### config.mk
export PLATFORM = sky130hd
export DESIGN_NAME = wb_stage_flat
export DESIGN_NICKNAME = d
export VERILOG_FILES = /design/src/rtl/wb_stage_if.sv /design/src/rtl/wb_stage.sv /design/src/flat_wrapper.sv
export SDC_FILE = /design/constraint.sdc
export NUM_CORES = 1
export LEC_CHECK = 0
export BUFFER_PORTS_ARGS = -buffer_cell sky130_fd_sc_hd__buf_2
export CORE_AREA = 2 2 186 188
export CTS_CLUSTER_SIZE = 28
export DETAILED_ROUTE_END_ITERATION = 10
export DIE_AREA = 0 0 188 190
export GPL_ROUTABILITY_DRIVEN = 0
export GPL_TIMING_DRIVEN = 1
export MAX_ROUTING_LAYER = met4
export PLACE_DENSITY = 0.66
export SLEW_MARGIN = 20
export SYNTH_ARGS = -nofsm -noshare
export SYNTH_HDL_FRONTEND = slang
export SYNTH_SLANG_ARGS = --single-unit
### constraint.sdc
create_clock -name clk -period 7.55 [get_ports clk]
set_clock_uncertainty 0.05 [all_clocks]
set_input_delay 0.3775 -clock clk [delete_from_list [all_inputs] [get_ports clk]]
set_output_delay 0.3775 -clock clk [all_outputs]
set_load 0.005 [all_outputs]
### src/rtl/wb_stage_if.sv
// Handshake/bus bundle for wb_stage: sources and instruction in, commit head and forwarding out.
interface wb_stage_if #(
    parameter int DATA_W = 64,
    parameter int ADDR_W = 5,
    parameter int NSRC   = 3
);
    logic                   in_valid_i;
    logic                   in_ready_o;
    logic [63:0]            pc_i;
    logic [ADDR_W-1:0]      rd_i;
    logic [NSRC-1:0]        src_wen_i;
    logic [NSRC*DATA_W-1:0] src_wdata_i;
    logic                   flush_i;
    logic                   out_valid_o;
    logic                   out_ready_i;
    logic [63:0]            pc_o;
    logic [ADDR_W-1:0]      rd_o;
    logic                   rd_wen_o;
    logic [DATA_W-1:0]      rd_wdata_o;
    logic                   multi_src_o;
    logic [ADDR_W-1:0]      fwd_rs_i;
    logic                   fwd_hit_o;
    logic [DATA_W-1:0]      fwd_data_o;

    modport slave (
        input  in_valid_i, pc_i, rd_i, src_wen_i, src_wdata_i, flush_i,
        input  out_ready_i, fwd_rs_i,
        output in_ready_o, out_valid_o, pc_o, rd_o, rd_wen_o, rd_wdata_o,
        output multi_src_o, fwd_hit_o, fwd_data_o
    );

    modport master (
        output in_valid_i, pc_i, rd_i, src_wen_i, src_wdata_i, flush_i,
        output out_ready_i, fwd_rs_i,
        input  in_ready_o, out_valid_o, pc_o, rd_o, rd_wen_o, rd_wdata_o,
        input  multi_src_o, fwd_hit_o, fwd_data_o
    );
endinterface

### src/rtl/wb_stage.sv
// Writeback stage: priority merge of NSRC write sources into a 2-entry in-order skid buffer.
// Define WB_FWD_EN to build the forwarding lookup into buffered results.
module wb_stage #(
    parameter int DATA_W = 64,
    parameter int ADDR_W = 5,
    parameter int NSRC   = 3
) (
    input logic       clk,
    input logic       rst,
    wb_stage_if.slave bus
);
    logic [1:0]        r_count;
    logic              r_head;
    logic              r_multi;
    logic [63:0]       r_pc    [2];
    logic [ADDR_W-1:0] r_rd    [2];
    logic              r_wen   [2];
    logic [DATA_W-1:0] r_wdata [2];

    logic [DATA_W-1:0] w_src_data [NSRC];
    logic [DATA_W-1:0] w_merge_data;
    logic              w_any_wen;
    logic              w_multi;
    logic              w_rd_zero;
    logic              w_store_wen;
    logic [DATA_W-1:0] w_store_data;
    logic              w_out_valid;
    logic              w_in_ready;
    logic              w_accept;
    logic              w_pop;
    logic              w_tail;

    genvar gi;
    generate
        for (gi = 0; gi < NSRC; gi++) begin : g_src
            assign w_src_data[gi] = bus.src_wdata_i[gi*DATA_W +: DATA_W];
        end
    endgenerate

    // Scan from the lowest-priority source down so the lowest enabled index wins.
    always_comb begin
        w_merge_data = '0;
        for (int k = NSRC - 1; k >= 0; k--) begin
            if (bus.src_wen_i[k]) begin
                w_merge_data = w_src_data[k];
            end
        end
    end

    assign w_any_wen    = |bus.src_wen_i;
    assign w_multi      = (bus.src_wen_i & (bus.src_wen_i - NSRC'(1))) != '0;
    assign w_rd_zero    = (bus.rd_i == '0);
    assign w_store_wen  = w_any_wen && !w_rd_zero;
    assign w_store_data = w_rd_zero ? '0 : w_merge_data;

    assign w_out_valid = (r_count != 2'd0);
    assign w_in_ready  = (r_count < 2'd2);
    assign w_accept    = bus.in_valid_i && w_in_ready && !bus.flush_i;
    assign w_pop       = w_out_valid && bus.out_ready_i;
    assign w_tail      = r_head ^ r_count[0];

    always_ff @(posedge clk) begin
        if (rst) begin
            r_count <= 2'd0;
            r_head  <= 1'b0;
            r_multi <= 1'b0;
        end else if (bus.flush_i) begin
            r_count <= 2'd0;
            r_head  <= 1'b0;
        end else begin
            r_count <= r_count + {1'b0, w_accept} - {1'b0, w_pop};
            if (w_pop) begin
                r_head <= ~r_head;
            end
            if (w_accept && w_multi) begin
                r_multi <= 1'b1;
            end
        end
    end

    // Payload storage needs no reset: it is only observable through a valid count.
    always_ff @(posedge clk) begin
        if (w_accept) begin
            r_pc[w_tail]    <= bus.pc_i;
            r_rd[w_tail]    <= bus.rd_i;
            r_wen[w_tail]   <= w_store_wen;
            r_wdata[w_tail] <= w_store_data;
        end
    end

    assign bus.in_ready_o  = w_in_ready;
    assign bus.out_valid_o = w_out_valid;
    assign bus.pc_o        = w_out_valid ? r_pc[r_head]    : '0;
    assign bus.rd_o        = w_out_valid ? r_rd[r_head]    : '0;
    assign bus.rd_wen_o    = w_out_valid ? r_wen[r_head]   : 1'b0;
    assign bus.rd_wdata_o  = w_out_valid ? r_wdata[r_head] : '0;
    assign bus.multi_src_o = r_multi;

`ifdef WB_FWD_EN
    logic [1:0] w_match;
    logic       w_young;

    generate
        for (gi = 0; gi < 2; gi++) begin : g_fwd
            logic w_entry_valid;
            assign w_entry_valid = (r_count == 2'd2) || ((r_count == 2'd1) && (r_head == 1'(gi)));
            assign w_match[gi]   = w_entry_valid && r_wen[gi] &&
                                   (r_rd[gi] == bus.fwd_rs_i) && (bus.fwd_rs_i != '0);
        end
    endgenerate

    // With two entries the slot after the head is the younger one.
    assign w_young        = ~r_head;
    assign bus.fwd_hit_o  = |w_match;
    assign bus.fwd_data_o = w_match[w_young] ? r_wdata[w_young] :
                            w_match[r_head]  ? r_wdata[r_head]  : '0;
`else
    logic w_fwd_unused;
    assign w_fwd_unused   = ^bus.fwd_rs_i;
    assign bus.fwd_hit_o  = 1'b0;
    assign bus.fwd_data_o = '0;
`endif

endmodule
### src/flat_wrapper.sv
// flat-port wrapper written by rule: the top's interface ports become plain ports
module wb_stage_flat 
#(
    parameter int DATA_W = 64,
    parameter int ADDR_W = 5,
    parameter int NSRC   = 3
)
  (clk, rst, bus_in_valid_i, bus_pc_i, bus_rd_i, bus_src_wen_i, bus_src_wdata_i, bus_flush_i, bus_out_ready_i, bus_fwd_rs_i, bus_in_ready_o, bus_out_valid_o, bus_pc_o, bus_rd_o, bus_rd_wen_o, bus_rd_wdata_o, bus_multi_src_o, bus_fwd_hit_o, bus_fwd_data_o);
  wb_stage_if #(.DATA_W(DATA_W), .ADDR_W(ADDR_W), .NSRC(NSRC)) bus_i ();
  input logic clk;
  input logic rst;
  input wire logic [$bits(bus_i.in_valid_i)-1:0] bus_in_valid_i;
  input wire logic [$bits(bus_i.pc_i)-1:0] bus_pc_i;
  input wire logic [$bits(bus_i.rd_i)-1:0] bus_rd_i;
  input wire logic [$bits(bus_i.src_wen_i)-1:0] bus_src_wen_i;
  input wire logic [$bits(bus_i.src_wdata_i)-1:0] bus_src_wdata_i;
  input wire logic [$bits(bus_i.flush_i)-1:0] bus_flush_i;
  input wire logic [$bits(bus_i.out_ready_i)-1:0] bus_out_ready_i;
  input wire logic [$bits(bus_i.fwd_rs_i)-1:0] bus_fwd_rs_i;
  output wire logic [$bits(bus_i.in_ready_o)-1:0] bus_in_ready_o;
  output wire logic [$bits(bus_i.out_valid_o)-1:0] bus_out_valid_o;
  output wire logic [$bits(bus_i.pc_o)-1:0] bus_pc_o;
  output wire logic [$bits(bus_i.rd_o)-1:0] bus_rd_o;
  output wire logic [$bits(bus_i.rd_wen_o)-1:0] bus_rd_wen_o;
  output wire logic [$bits(bus_i.rd_wdata_o)-1:0] bus_rd_wdata_o;
  output wire logic [$bits(bus_i.multi_src_o)-1:0] bus_multi_src_o;
  output wire logic [$bits(bus_i.fwd_hit_o)-1:0] bus_fwd_hit_o;
  output wire logic [$bits(bus_i.fwd_data_o)-1:0] bus_fwd_data_o;
  assign bus_i.in_valid_i = bus_in_valid_i;
  assign bus_i.pc_i = bus_pc_i;
  assign bus_i.rd_i = bus_rd_i;
  assign bus_i.src_wen_i = bus_src_wen_i;
  assign bus_i.src_wdata_i = bus_src_wdata_i;
  assign bus_i.flush_i = bus_flush_i;
  assign bus_i.out_ready_i = bus_out_ready_i;
  assign bus_i.fwd_rs_i = bus_fwd_rs_i;
  assign bus_in_ready_o = bus_i.in_ready_o;
  assign bus_out_valid_o = bus_i.out_valid_o;
  assign bus_pc_o = bus_i.pc_o;
  assign bus_rd_o = bus_i.rd_o;
  assign bus_rd_wen_o = bus_i.rd_wen_o;
  assign bus_rd_wdata_o = bus_i.rd_wdata_o;
  assign bus_multi_src_o = bus_i.multi_src_o;
  assign bus_fwd_hit_o = bus_i.fwd_hit_o;
  assign bus_fwd_data_o = bus_i.fwd_data_o;
  wb_stage #(.DATA_W(DATA_W), .ADDR_W(ADDR_W), .NSRC(NSRC)) u_core (.clk(clk), .rst(rst), .bus(bus_i));
endmodule
==> out/results.ini <==
[clocking]
tritoncts = done
insertion_delay_ns = 0.55
clock_sinks = 273
cts_buffers = 29
clock-root-buffer = clkbuf_16
clk_pin_slew_ns = 0.06
htree_levels = 1
ctsLongestPathBuffers = 3
post_cts.repair.setup_buffers = 0

[route]
drc = 0
routed_wl_mm = 30.7
vias_per_cell = 4.68
drtPass1Iterations = 4
vias = 8540
drt_iter0_markers = 394
ant_nets = 0
wl_per_cell_um = 16.8

[global_route]
grt_pass1_wl_mm = 45.9
grt_max_degree = 129
antenna_found_initial = 0
grt-ovfl-total = 0
grt_usage = 0.168
grt_pass1_vias = 8378

[critical_path]
critPathLaunch = bus_flush_i
crit_path_max_fanout = 75
r2r_cells = 3
cp-end-kind = flip-flop
r2r_start = u_core.r_count[1]
endpoint = u_core.r_wdata[0][62]
crit_type = input port to flip-flop
rrSetupSlack_ns = 4.37
crit_required_ns = 7.67
reg2reg_to = u_core.r_wdata[0][62]
crit_arrival_ns = 3.42
crit_path_start_kind = input port

[min_path]
holdPathStages = 3
hold_class = input port to flip-flop

[cells_and_area]
final_cells = 1824
nNetsFinal = 1623
area_growth_pct = 29.8
drive_gt1_frac = 0.370
fill_cells = 3048
design_area_mm2 = 0.0162
seqCellArea_mm2 = 0.00815
n_antenna_cell = 0
fin_util = 0.479
multiInputGateArea_mm2 = 0.00376

[yosys]
synthesis.area_mm2 = 0.0125
yosysTopAreaCell = edfxtp_1
synth-seq-cells = 273
synth_seq_area_share = 0.651
syn_inst = 892
dominantRegCellSynth = edfxtp_1
yosysUniqueCellTypes = 28
synthTopCellsByCount = edfxtp_1, nor2_1, mux2i_1
syn_area_per_cell_um2 = 14.0
synth_area_leaders = edfxtp_1, mux2i_1, a221oi_1
synth_edf_count = 268
synth_top_cell_area_share = 0.643
yosysMostFrequentCell = edfxtp_1
async_flop_share = 0
synth_warnings = 0

[run_status]
status = complete, no violations

[power_and_ir_drop]
switching_share = 0.227
p_total_mw = 3.48
ir_worst_vdd_uv = 150
powerDensity_mw_per_mm2 = 214
leakage_nw = 6.28
p_comb_frac = 0.108
power_switching_uw = 789
power_frac_clock = 0.387
p_seq_frac = 0.505
internal_power_mw = 2.69

[job]
drv_cap = 0

[floorplan]
start_util = 0.369
die_h_um = 190
core_mm2 = 0.0339
rows = 68
die-area_mm2 = 0.0357
die_w_um = 188
ioPinCount = 476

[sta]
final_max_slew_viol_count = 0
hold_violations = 0
period_share = 0.438
rsz0062_at_grt = no
tns_ns = 0
setup_viol = 0
max_freq_ghz = 0.303
worstMarginPinSlew_ns = 1.03
min_period_ns = 3.31
max_slew_margin = 0.310

[place]
placed_area_mm2 = 0.0146
dp.cells = 1700
hpwl_mm = 20.3
port_buffers = 405

## worst max-delay path: stages
cell           delay [ns]
dlygate4sd3_1        0.54
buf_2                0.16
nor3b_1              0.47
and2_4               0.83
buf_4                0.92
## layer usage
layer	vias up	wire [um]	GRT usage
met4	0	458	0.0360
met3	46	2290	0.0393
li1	4102	-	-
met1	4060	12600	0.204
met5	-	0	-
met2	332	15300	0.287
## placed cells by master, fill, tap and decap left out, types with 28 or more instances in the layout
cell type,instances
a221oi_1,64
nor2b_1,63
edfxtp_1,268
nor3_1,28
buf_2,404
conb_1,65
mux2i_1,134
nor2_1,135
nor3_2,39
dlygate4sd3_1,71
clkbuf_16,29
## power by group through the flow
| stage | registers [mW] | clock network, mW | logic (mW) |
|---|---|---|---|
| final | 1.76 | 1.34 | 0.375 |
| after global routing | 1.76 | 1.44 | 0.416 |
| after CTS | 1.76 | 1.38 | 0.380 |
| after detailed placement | 1.79 | 0 | 0.348 |
| after global placement | 1.79 | 0 | 0.340 |
| after floorplan | 1.79 | 0 | 0.208 |
## logic make-up after synthesis
logic type	count (synthesis)	share of synthesized area
compound gates	67	0.0460
xor+xnor	4	0.00280
fa+ha+maj	3	0.00280
buf+inv	135	0.0702
flops	273	0.651
mux	134	0.107
other cells	1	0.000299
simple gates	275	0.120
## worst min-delay path by stage
stage	start	to	slack, ns
3_5_place_dp	u_core.bus.multi_src_o	u_core.bus.multi_src_o	0.41
2_1_floorplan	rst	u_core.bus.multi_src_o	0.40
3_3_place_gp	u_core.bus.multi_src_o	u_core.bus.multi_src_o	0.40
5_1_grt	bus_src_wdata_i[37]	u_core.r_wdata[0][37]	0.19
4_1_cts	bus_src_wdata_i[61]	u_core.r_wdata[0][61]	0.15
6_report	bus_src_wdata_i[61]	u_core.r_wdata[0][61]	0.18
## registers in the layout, indices dropped and copies added (netlist names), named ones only
signal / cells
u_core.bus.multi_src_o: 1
u_core.r_count: 2
u_core.r_head: 1
u_core.r_pc: 128
u_core.r_rd: 10
u_core.r_wdata: 128
u_core.r_wen: 2
## layout make-up
class | count | share of cell area
Tap cell | 455 | 0.0350
Inverter | 6 | 0.00139
Clock inverter | 16 | 0.00909
Multi-Input combinational cell | 548 | 0.231
Clock buffer | 37 | 0.0465
Timing Repair Buffer | 489 | 0.175
Sequential cell | 273 | 0.502
## what timing repair did
item | CTS | global route
hold buffers | 71 | 0
hold endpoints to repair | 143 | 0
resized for setup | 0 | 0
## stage by stage
step           setup slack, ns  hold WS, ns
4_1_cts                   4.12        0.146
3_3_place_gp              4.28        0.399
3_5_place_dp              4.22        0.405
5_1_grt                   3.94        0.188
6_report                  4.24        0.181
2_1_floorplan            0.214        0.400
Note: power is estimated with default switching activity, not from simulation.
